`config.mk`:
```
export PLATFORM = sky130hd
export DESIGN_NAME = controle_multiciclo
export DESIGN_NICKNAME = d
export VERILOG_FILES = /design/src/rtl/mips_multiciclo_pkg.sv /design/src/rtl/controle_saidas.sv /design/src/rtl/controle_multiciclo.sv
export SDC_FILE = /design/constraint.sdc
export NUM_CORES = 1
export LEC_CHECK = 0
export CORE_MARGIN = 2
export CORE_UTILIZATION = 38
export CTS_CLUSTER_SIZE = 40
export DETAILED_ROUTE_END_ITERATION = 7
export GPL_ROUTABILITY_DRIVEN = 0
export PLACE_DENSITY = 0.75
export SKIP_LAST_GASP = 1
export SYNTH_ARGS = -nofsm -noshare
export SYNTH_HDL_FRONTEND = slang
export SYNTH_HIERARCHICAL = 1
export SYNTH_SLANG_ARGS = --single-unit
export TNS_END_PERCENT = 50
```
`constraint.sdc`:
```
create_clock -name clk -period 2.45 [get_ports clk]
set_input_delay 0.6125 -clock clk [delete_from_list [all_inputs] [get_ports clk]]
set_output_delay 0.6125 -clock clk [all_outputs]
set_load 0.005 [all_outputs]
```
`src/rtl/mips_multiciclo_pkg.sv`:
```
// Shared types and constants for the multicycle MIPS controller:
// state encodings, opcodes, ULAop codes and datapath select values.
package mips_multiciclo_pkg;

    typedef enum logic [3:0] {
        S_FETCH    = 4'd0,
        S_DECODE   = 4'd1,
        S_MEMADR   = 4'd2,
        S_MEMREAD  = 4'd3,
        S_MEMWB    = 4'd4,
        S_MEMWRITE = 4'd5,
        S_EXECUTE  = 4'd6,
        S_ALUWB    = 4'd7,
        S_BRANCH   = 4'd8,
        S_ADDIEXEC = 4'd9,
        S_ADDIWB   = 4'd10,
        S_JUMP     = 4'd11
    } estado_t;

    localparam logic [5:0] OP_RTYPE = 6'b000000;
    localparam logic [5:0] OP_LW    = 6'b100011;
    localparam logic [5:0] OP_SW    = 6'b101011;
    localparam logic [5:0] OP_BEQ   = 6'b000100;
    localparam logic [5:0] OP_J     = 6'b000010;
    localparam logic [5:0] OP_ADDI  = 6'b001000;

    localparam logic [1:0] ULAOP_ADD   = 2'b00;
    localparam logic [1:0] ULAOP_SUB   = 2'b01;
    localparam logic [1:0] ULAOP_FUNCT = 2'b10;

    localparam logic [1:0] SRCB_B       = 2'b00;
    localparam logic [1:0] SRCB_FOUR    = 2'b01;
    localparam logic [1:0] SRCB_IMM     = 2'b10;
    localparam logic [1:0] SRCB_IMM_SH2 = 2'b11;

    localparam logic [1:0] PCSRC_ALU    = 2'b00;
    localparam logic [1:0] PCSRC_ALUOUT = 2'b01;
    localparam logic [1:0] PCSRC_JUMP   = 2'b10;

endpackage

```
`src/rtl/controle_saidas.sv`:
```
// Pure state-to-output decoder for the multicycle controller (Moore outputs).
// Optional macro MULTICICLO_ADDI_EN adds the ADDIEXEC/ADDIWB decodes.
module controle_saidas
    import mips_multiciclo_pkg::*;
(
    input  estado_t    estado_i,
    input  logic       mem_ready_i,
    output logic       PCWrite_o,
    output logic       Branch_o,
    output logic       IorD_o,
    output logic       MemWrite_o,
    output logic       IRWrite_o,
    output logic       RegDst_o,
    output logic       MemtoReg_o,
    output logic       RegWrite_o,
    output logic       ALUSrcA_o,
    output logic [1:0] ALUSrcB_o,
    output logic [1:0] ULAop_o,
    output logic [1:0] PCSrc_o
);

    always_comb begin
        PCWrite_o  = 1'b0;
        Branch_o   = 1'b0;
        IorD_o     = 1'b0;
        MemWrite_o = 1'b0;
        IRWrite_o  = 1'b0;
        RegDst_o   = 1'b0;
        MemtoReg_o = 1'b0;
        RegWrite_o = 1'b0;
        ALUSrcA_o  = 1'b0;
        ALUSrcB_o  = SRCB_B;
        ULAop_o    = ULAOP_ADD;
        PCSrc_o    = PCSRC_ALU;
        case (estado_i)
            S_FETCH: begin
                // PC+4 and IR load only land on the cycle memory delivers
                ALUSrcB_o = SRCB_FOUR;
                IRWrite_o = mem_ready_i;
                PCWrite_o = mem_ready_i;
            end
            S_DECODE: begin
                ALUSrcB_o = SRCB_IMM_SH2;
            end
            S_MEMADR: begin
                ALUSrcA_o = 1'b1;
                ALUSrcB_o = SRCB_IMM;
            end
            S_MEMREAD: begin
                IorD_o = 1'b1;
            end
            S_MEMWB: begin
                MemtoReg_o = 1'b1;
                RegWrite_o = 1'b1;
            end
            S_MEMWRITE: begin
                IorD_o     = 1'b1;
                MemWrite_o = 1'b1;
            end
            S_EXECUTE: begin
                ALUSrcA_o = 1'b1;
                ULAop_o   = ULAOP_FUNCT;
            end
            S_ALUWB: begin
                RegDst_o   = 1'b1;
                RegWrite_o = 1'b1;
            end
            S_BRANCH: begin
                ALUSrcA_o = 1'b1;
                ULAop_o   = ULAOP_SUB;
                PCSrc_o   = PCSRC_ALUOUT;
                Branch_o  = 1'b1;
            end
            S_JUMP: begin
                PCSrc_o   = PCSRC_JUMP;
                PCWrite_o = 1'b1;
            end
`ifdef MULTICICLO_ADDI_EN
            S_ADDIEXEC: begin
                ALUSrcA_o = 1'b1;
                ALUSrcB_o = SRCB_IMM;
            end
            S_ADDIWB: begin
                RegWrite_o = 1'b1;
            end
`endif
            default: begin
            end
        endcase
    end

endmodule

```
`src/rtl/controle_multiciclo.sv`:
```
// Multicycle MIPS controller: state register and next-state logic; outputs
// come from controle_saidas. Optional macro MULTICICLO_ADDI_EN enables addi.
//
// state    | meaning
// FETCH    | read instruction at PC, PC+4 on mem_ready
// DECODE   | read registers, precompute branch target
// MEMADR   | compute lw/sw effective address
// MEMREAD  | read data memory, wait for mem_ready
// MEMWB    | write MDR to rt
// MEMWRITE | write data memory, wait for mem_ready
// EXECUTE  | R-type ALU operation
// ALUWB    | write ALUOut to rd
// BRANCH   | compare and conditionally load PC
// ADDIEXEC | A + signext imm
// ADDIWB   | write ALUOut to rt
// JUMP     | load jump target into PC
module controle_multiciclo
    import mips_multiciclo_pkg::*;
(
    input  logic       clk,
    input  logic       reset,
    input  logic [5:0] opcode,
    input  logic       mem_ready,
    output logic       PCWrite,
    output logic       Branch,
    output logic       IorD,
    output logic       MemWrite,
    output logic       IRWrite,
    output logic       RegDst,
    output logic       MemtoReg,
    output logic       RegWrite,
    output logic       ALUSrcA,
    output logic [1:0] ALUSrcB,
    output logic [1:0] ULAop,
    output logic [1:0] PCSrc,
    output logic [3:0] estado,
    output logic       instr_invalida
);

    estado_t estado_q, estado_d;
    logic    store_q, store_d;
    logic    invalida;
    estado_t estado_dec;
    logic    mem_ready_dec;

    always_ff @(posedge clk) begin
        if (reset) begin
            estado_q <= S_FETCH;
            store_q  <= 1'b0;
        end else begin
            estado_q <= estado_d;
            store_q  <= store_d;
        end
    end

    always_comb begin
        estado_d = estado_q;
        store_d  = store_q;
        invalida = 1'b0;
        case (estado_q)
            S_FETCH:    if (mem_ready) estado_d = S_DECODE;
            S_DECODE: begin
                // opcode is only valid now, so remember lw vs sw for MEMADR
                store_d = (opcode == OP_SW);
                case (opcode)
                    OP_LW, OP_SW: estado_d = S_MEMADR;
                    OP_RTYPE:     estado_d = S_EXECUTE;
                    OP_BEQ:       estado_d = S_BRANCH;
                    OP_J:         estado_d = S_JUMP;
`ifdef MULTICICLO_ADDI_EN
                    OP_ADDI:      estado_d = S_ADDIEXEC;
`endif
                    default: begin
                        estado_d = S_FETCH;
                        invalida = 1'b1;
                    end
                endcase
            end
            S_MEMADR:   estado_d = store_q ? S_MEMWRITE : S_MEMREAD;
            S_MEMREAD:  if (mem_ready) estado_d = S_MEMWB;
            S_MEMWB:    estado_d = S_FETCH;
            S_MEMWRITE: if (mem_ready) estado_d = S_FETCH;
            S_EXECUTE:  estado_d = S_ALUWB;
            S_ALUWB:    estado_d = S_FETCH;
            S_BRANCH:   estado_d = S_FETCH;
            S_JUMP:     estado_d = S_FETCH;
`ifdef MULTICICLO_ADDI_EN
            S_ADDIEXEC: estado_d = S_ADDIWB;
            S_ADDIWB:   estado_d = S_FETCH;
`endif
            default:    estado_d = S_FETCH;
        endcase
    end

    // During reset the decoder sees a stalled FETCH: FETCH selects, no enables
    assign estado_dec    = reset ? S_FETCH : estado_q;
    assign mem_ready_dec = mem_ready & ~reset;

    controle_saidas u_saidas (
        .estado_i    (estado_dec),
        .mem_ready_i (mem_ready_dec),
        .PCWrite_o   (PCWrite),
        .Branch_o    (Branch),
        .IorD_o      (IorD),
        .MemWrite_o  (MemWrite),
        .IRWrite_o   (IRWrite),
        .RegDst_o    (RegDst),
        .MemtoReg_o  (MemtoReg),
        .RegWrite_o  (RegWrite),
        .ALUSrcA_o   (ALUSrcA),
        .ALUSrcB_o   (ALUSrcB),
        .ULAop_o     (ULAop),
        .PCSrc_o     (PCSrc)
    );

    assign estado         = estado_q;
    assign instr_invalida = invalida & ~reset;

endmodule

```
# Word level (Yosys, flattened, before mapping)
# Index checks and enable logic that the tools add are counted.
dict set report totals {
  reg_bits 5
  in_bits 9
  out_inout_bits 20
  wordCells 56
}
dict set report op_classes {
  n_eq_ne 21
  n_mux 21
  n_bitwise 3
  reduce_logical 9
}
# operator n
set op_table {}
lappend op_table {{4-bit by 3-bit == test with 1-bit output (second input constant)} 6}
lappend op_table {{4-bit one-hot mux with 6 select lines} 1}
lappend op_table {{4-bit by 2-bit == test with 1-bit output (second input constant)} 4}
lappend op_table {{4-bit 2-to-1 mux} 4}
lappend op_table {{4-bit one-hot mux with 4 select lines} 1}
lappend op_table {{6-bit == test (second input constant)} 2}
lappend op_table {{1-bit 2-to-1 mux} 10}
lappend op_table {{4-bit by 1-bit == test with 1-bit output (second input constant)} 2}
lappend op_table {{4-bit == test (second input constant)} 2}
lappend op_table {{4-bit zero test} 2}
lappend op_table {{2-bit one-hot mux with 2 select lines} 2}
lappend op_table {{6-bit by 2-bit == test with 1-bit output (second input constant)} 1}
lappend op_table {{6-bit by 3-bit == test with 1-bit output (second input constant)} 1}
lappend op_table {{6-bit zero test} 1}
lappend op_table {{2-bit inequality test (second input constant)} 3}
lappend op_table {{2-bit one-hot mux with 3 select lines} 1}
lappend op_table {{2-bit OR reduction} 3}
lappend op_table {{5-bit OR reduction} 1}
lappend op_table {{3-bit 2-to-1 mux} 1}
lappend op_table {{3-bit AND reduction} 1}
lappend op_table {{3-bit OR reduction} 1}
lappend op_table {{1-bit AND} 2}
lappend op_table {{1-bit one-hot mux with 2 select lines} 1}
lappend op_table {{1-bit NOT} 1}

# Logic depth before layout (Yosys ltp)
# Gate-level depths: netlist (run 1).
dict set report logic_depth {
  ltp_word 5
  mapped_depth 6
  depth_no_buf 4
}

# Cells and area by module
# The synthesis (run 1) kept the hierarchy.
# module n_inst cells_each area_each_um2 seq_area_each_um2
set modules_own_cells {}
lappend modules_own_cells {controle_multiciclo 1 49 375.4 100.1}
lappend modules_own_cells {controle_saidas 1 29 192.7 0.0}

# Worst setup path before layout (run 1)
# Ideal clock, no wire load.
dict set report synth_path {
  kind {input port to output port}
  from {input reset}
  to {output PCSrc[0]}
  arrival_ns 1.675
  required_ns 1.837
  slack_ns 0.162
  path_stages 6
  n_path_buf 3
  cell_sequence {buf_6 nor2b_1 buf_4 or2b_1 nor3_1 buf_4}
}
dict set report synth_via {
  elab_chain_len 3
  word_cells_on_any_way 4
  cone_classes {eq/ne: 2; mux: 2}
}
# item line_no
set synth_rtl {}
lappend synth_rtl {{from (decl)} controle_multiciclo.sv:21} ;# input logic reset,
lappend synth_rtl {{4-bit 2-to-1 mux *} controle_multiciclo.sv:96} ;# assign estado_dec = reset ? S_FETCH : estado_q;
lappend synth_rtl {{named net estado_dec[3]} controle_multiciclo.sv:43} ;# estado_t estado_dec;
lappend synth_rtl {{4-bit == test} controle_saidas.sv:35} ;# case (estado_i)
lappend synth_rtl {{2-bit one-hot mux with 2 select lines *} controle_saidas.sv:35}
lappend synth_rtl {{to (decl)} controle_multiciclo.sv:35} ;# output logic [1:0] PCSrc,
# Mark *: on every way through the listed nets, which the timed path passes. The rest lies on a longest branch.

# Final worst setup path (run 1)
dict set report layout_path {
  from {input reset}
  to {output RegDst}
}
dict set report layout_via {
  elab_chain_len 3
}
# item line_no
set layout_rtl {}
lappend layout_rtl {{4-bit 2-to-1 mux} controle_multiciclo.sv:96}
lappend layout_rtl {{named net estado_dec[0]} controle_multiciclo.sv:43}
lappend layout_rtl {{4-bit by 3-bit == test with 1-bit output} controle_saidas.sv:35}
lappend layout_rtl {{1-bit 2-to-1 mux} controle_saidas.sv:35}
lappend layout_rtl {{to (decl)} controle_multiciclo.sv:29} ;# output logic RegDst,
# The timed path passes the listed nets, and every way through them passes these cells.

==> results of run 1 <==
==> sequential cells by signal, summed over array words and instances, names as in the netlist <==
| register | cells |
|---|---|
| estado | 4 |
| store_q | 1 |
==> layer usage <==
layer / share of wire (%) / track usage (%)
met1: 41 / 22.6
met4: 1.2 / 1.88
met5: 0 / 0
met3: 6.3 / 5.53
met2: 52 / 36.1
==> cells in the mapped netlist, types with 2 or more instances <==
master / n
buf_4: 4
nand2_1: 6
and2_1: 2
a21oi_1: 5
nor3_1: 7
nor2_1: 6
a31oi_1: 2
nor3b_1: 3
dfxtp_1: 5
o21ai_0: 5
nor4_1: 3
buf_6: 2
nor2b_1: 5
xnor2_1: 3
nand3_1: 2
nand2b_1: 3
==> per-stage QoR <==
step           hold WS [ns]  area, um2
6_report              0.467       1060
5_1_grt               0.492       1060
4_1_cts               0.464        991
3_5_place_dp          0.457        945
3_3_place_gp          0.464        945
2_1_floorplan         0.442        568
==> cell usage in the layout (no fill, tap or decap), types with 2 or more instances in the layout <==
master | synthesis | final
buf_4 | 4 | 22
and2_1 | 2 | 2
dlymetal6s2s_1 | 0 | 4
clkdlybuf4s50_1 | 0 | 16
nor2b_4 | 0 | 2
nor3b_1 | 3 | 2
nand2b_1 | 3 | 3
dfxtp_1 | 5 | 5
dlygate4sd2_1 | 0 | 6
nor2b_1 | 5 | 3
xnor2_1 | 3 | 2
a31oi_1 | 2 | 2
o21ai_0 | 5 | 5
nor4_1 | 3 | 2
clkbuf_4 | 0 | 3
nand2_1 | 6 | 6
nand3_1 | 2 | 2
nor3_1 | 7 | 6
buf_6 | 2 | 2
a21oi_1 | 5 | 5
nor2_1 | 6 | 4
==> power by group <==
group | leakage, nW | internal (W) | switching [W]
clock | 0.0150 | 0.0000620 | 0.0000403
combinational | 0.438 | 0.0000519 | 0.0000377
sequential | 0.0405 | 0.0000833 | 0.00000117
==> kinds of logic (layout without fill, tap and decap cells) <==
kind of cell	Yosys count	after routing	synth area share (%)
xor gates and xnor gates	3	3	4.63
and+or+nand+nor	44	44	47.1
buffers and inverters	9	57	11.5
DFF	5	5	17.6
AOI/OAI and AO/OA	17	17	19.2
==> worst register-to-register path, cell delays in order, from the launching register on <==
cell     delay, ns
dfxtp_1       0.34
buf_4         0.13
nor2b_1       0.13
o21ai_0       0.10
a211o_1       0.34
o21ai_0       0.18
==> worst paths after layout <==
kind | to
hold / removal | store_q$_SDFFE_PP0N_
hold reg to reg | store_q$_SDFFE_PP0N_
setup / recovery | RegDst
setup reg to reg | estado[2]$_SDFFE_PP0P_
==> area by class of cell <==
class | instances | area [um2]
well taps | 15 | 18.8
clock buffers | 4 | 26.3
inverters | 2 | 7.51
fillers | 107 | 290
repair buffers | 51 | 455
multi-input cells | 64 | 452
flip-flops and latches | 5 | 100
==> repair_timing <==
action | in CTS | in global routing
pin swaps | 1 | 2
setup endpoints to repair | 16 | 12
resized for setup | 21 | 13
cloned | 0 | 0
buffers inserted | 2 | 3
hold endpoints to repair | 0 | 0
hold buffers | 0 | 0
==> results.json, run 1 <==
{
  "syn_inst": 78,
  "dp_hpwl_mm": 1.31,
  "numCtsBuffers": 3,
  "ys_seq_elements": 5,
  "wire_per_inst_um": 13.7,
  "finalNonFillerCells": 141,
  "worst_pin_slew_ns": 0.403,
  "yosys_warnings": 6,
  "avgSynthCellArea_um2": 7.28,
  "drt-total-wl_mm": 1.93,
  "cts_tree": "done",
  "required_ns": 1.84,
  "synth_area_leaders": "dfxtp_1, nor3_1, nor2b_1",
  "dpl_worst_slack_ns": -0.737,
  "grt_setup_unrepaired": "true",
  "rows": 13,
  "htreeDepth": 1,
  "die-height_um": 42.7,
  "fmax_ghz": 0.388,
  "drt-initial-drc-count": 13,
  "crit_chain": "buf_6 -> buf_4 -> nor2_2 -> buf_6 -> nand2_1 -> nor2_1 -> clkdlybuf4s50_1",
  "antenna_found_initial": 0,
  "clockRootBuffer": "clkbuf_4",
  "power_w": 0.000276,
  "ys_seq_area_share_pct": 17.6,
  "hold_path_class": "register to register",
  "coreArea_um2": 1350,
  "synth-main-ff-cell": "dfxtp_1",
  "finalSetupViolations": 5,
  "antenna_cells": 0,
  "vias_per_cell": 5.42,
  "cp.buffers_inverters": 4,
  "synth_enable_flop_cells": 0,
  "rr_startpoint": "estado[0]$_SDFFE_PP0P_",
  "die_w_um": 42.7,
  "cp-startpoint": "reset",
  "min_path_cells": 2,
  "slew_headroom_pct": 72.9,
  "grt_pass1_vias": 675,
  "drv_cap": 0,
  "cts_buffer_depth": 2,
  "slowest_stage": "clkdlybuf4s50_1",
  "power_density_nw_per_um2": 261,
  "syn-cell-area_um2": 568,
  "arrival_ns": 1.96,
  "yosysTopAreaCellShare_pct": 17.6,
  "outcome": "finished with violations",
  "dr.pass1.iters": 4,
  "io_buffers": 28,
  "max_stage_delay_ns": 0.56,
  "vias": 764,
  "path_depth": 7,
  "violations": "setup timing",
  "grt_pass1_wl_mm": 2.78,
  "clock_skew_ns": 0.00657,
  "tns_ns": -0.326,
  "critPathTopFamily": "buffers and inverters",
  "slew_viol_final": 0,
  "drc_errors": 0,
  "grt_use_total_pct": 19.5,
  "syn-num-nets": 87,
  "hp-start": "store_q$_SDFFE_PP0N_",
  "final_nets": 136,
  "cp_max_fo": 7,
  "dieArea_um2": 1820,
  "cp-start-kind": "primary input",
  "setup_ws_ns": -0.124,
  "final_antenna_net_count": 0,
  "peakVddDrop_uv": 241,
  "p_leak_nw": 0.494,
  "area_growth_syn_to_layout_pct": 86.6,
  "r2r_cells": 5,
  "initial_utilization_pct": 42.1,
  "grt_overflow": 0,
  "layout-drive-gt1-share_pct": 32.5,
  "fin_crit_ns": 2.57,
  "clk_latency_ns": 0.25,
  "io_pins": 29,
  "final_hold_viol_count": 0,
  "dpl.cell_count": 132,
  "path_class": "primary input to output pin",
  "cts_sinks": 5,
  "clk_pin_slew_worst_paths_ns": 0.05,
  "r2r_setup_slack_ns": 1.15,
  "synth_cell_types": 31,
  "end_kind": "output pin",
  "grt_max_degree": 13,
  "period_share_pct": 105,
  "yosys.area.top_type": "dfxtp_1",
  "final_core_util_pct": 78.5,
  "ys_async_sr_fraction_pct": 0,
  "path_common_cell": "buf_6"
}
Note: power is estimated with default switching activity, not from simulation.
==> run 2, diff against run 1 <==
Settings changed: CORE_MARGIN 2 to 1.5.
==> run 2 against run 1 <==
Against the previous run:
- the run now ends clean
- via count increased by 1.3%
- non-clock buffer count unchanged
- routed wire length increased by 1.2%
- fmax increased by 5.8%
- cell count unchanged
- largest cell class unchanged
==> results.json, run 2 (synthesis results as in run 1) <==
{
  "area_growth_syn_to_layout_pct": 85.9,
  "path_class": "primary input to output pin",
  "numCtsBuffers": 3,
  "arrival_ns": 1.82,
  "antenna_found_initial": 0,
  "clock_skew_ns": 0.000640,
  "final_common_cell": "buf_4",
  "finalNonFillerCells": 141,
  "cp-start-kind": "primary input",
  "largest_reg_flops": 4,
  "power_density_nw_per_um2": 259,
  "clk_latency_ns": 0.25,
  "htreeDepth": 1,
  "n_fill_cell": 107,
  "final_hold_viol_count": 0,
  "layout-drive-gt1-share_pct": 31.0,
  "fmax_ghz": 0.411,
  "multi_input_area_um2": 444,
  "grt_use_total_pct": 22.8,
  "cts_tree": "done",
  "grt_setup_unrepaired": "true",
  "ff_latch_area_um2": 100,
  "drv_cap": 0,
  "grt_pass1_vias": 767,
  "layout_common_cells": "buf_4, clkdlybuf4s50_1, nor3_1, nand2_1",
  "slew_headroom_pct": 71.4,
  "antenna_cells": 0,
  "finalSetupViolations": 0,
  "die_w_um": 41.7,
  "dp_hpwl_mm": 1.30,
  "hold_path_class": "register to register",
  "period_share_pct": 99.3,
  "dr.pass1.iters": 5,
  "end_kind": "output pin",
  "dpl.cell_count": 132,
  "wire_per_inst_um": 13.9,
  "final_antenna_net_count": 0,
  "io_pins": 29,
  "cts_sinks": 5,
  "die-height_um": 41.7,
  "drt-total-wl_mm": 1.96,
  "drc_errors": 0,
  "p_leak_nw": 0.495,
  "vias": 774,
  "grt_overflow": 0,
  "grt_max_degree": 9,
  "initial_utilization_pct": 42.1,
  "clk_pin_slew_worst_paths_ns": 0.05,
  "power_w": 0.000273,
  "dieArea_um2": 1740,
  "peakVddDrop_uv": 343,
  "cts_buffer_depth": 2,
  "rows": 13,
  "io_buffers": 28,
  "fin_crit_ns": 2.43,
  "clockRootBuffer": "clkbuf_4",
  "grt_pass1_wl_mm": 3.13,
  "coreArea_um2": 1350,
  "drt-initial-drc-count": 17,
  "outcome": "finished clean",
  "final_nets": 136,
  "vias_per_cell": 5.49,
  "worst_pin_slew_ns": 0.425,
  "cp_max_fo": 6,
  "slew_viol_final": 0,
  "required_ns": 1.84
}
run 2: area by class of cell:
class	instances	share of cell area (%)
clock buffers	4	2.49
inverters	2	0.711
multi-input cells	64	42.1
flip-flops and latches	5	9.48
well taps	15	1.78
repair buffers	51	43.5
run 2: per-layer routing:
layer  up-vias  wire length [um]  global-route usage (%)
met5         -                 0                       0
met4         0                49                    9.03
met3         7               102                    3.91
met2        36               989                    43.4
met1       353               815                    24.2
li1        378                 -                       -
run 2: timing repair:
item | in CTS | in global routing
pin swaps | 3 | 3
gates resized for setup | 24 | 9
setup endpoints to repair | 16 | 13
buffers inserted | 3 | 1
gates cloned | 1 | 0
hold buffers | 0 | 0
run 2: where the power goes:
group | internal (W) | switching [W]
registers | 0.0000833 | 0.00000100
clock network | 0.0000619 | 0.0000383
logic | 0.0000503 | 0.0000386
total | 0.000195 | 0.0000779
run 2: per-stage QoR:
step	utilization [%]	TNS, ns	area (um2)	hold WS, ns	setup WS, ns
global placement	70.0	-9.20	945	0.462	-0.693
CTS	75.7	-0.290	1020	0.474	-0.124
floorplan	-	0	568	0.442	0.162
detailed placement	70.0	-10.20	945	0.468	-0.793
global route	78.2	-0.0942	1060	0.498	-0.0523
finish	78.2	0	1060	0.470	0.0163
run 2: worst max-delay path: stages:
cell and delay [ns]:
buf_6 0.13, nor2b_4 0.05, buf_1 0.14, buf_4 0.17, or4b_1 0.46, a21oi_1 0.14, buf_2 0.12
run 2: worst paths after layout:
| kind | startpoint | slack [ns] | cells after the start | to |
|---|---|---|---|---|
| worst max-delay path | reset | 0.02 | 7 | PCWrite |
| worst min register to register | store_q$_SDFFE_PP0N_ | 0.47 | 2 | store_q$_SDFFE_PP0N_ |
| worst min-delay path | store_q$_SDFFE_PP0N_ | 0.47 | 2 | store_q$_SDFFE_PP0N_ |
| worst max register to register | estado[0]$_SDFFE_PP0P_ | 1.10 | 5 | estado[0]$_SDFFE_PP0P_ |
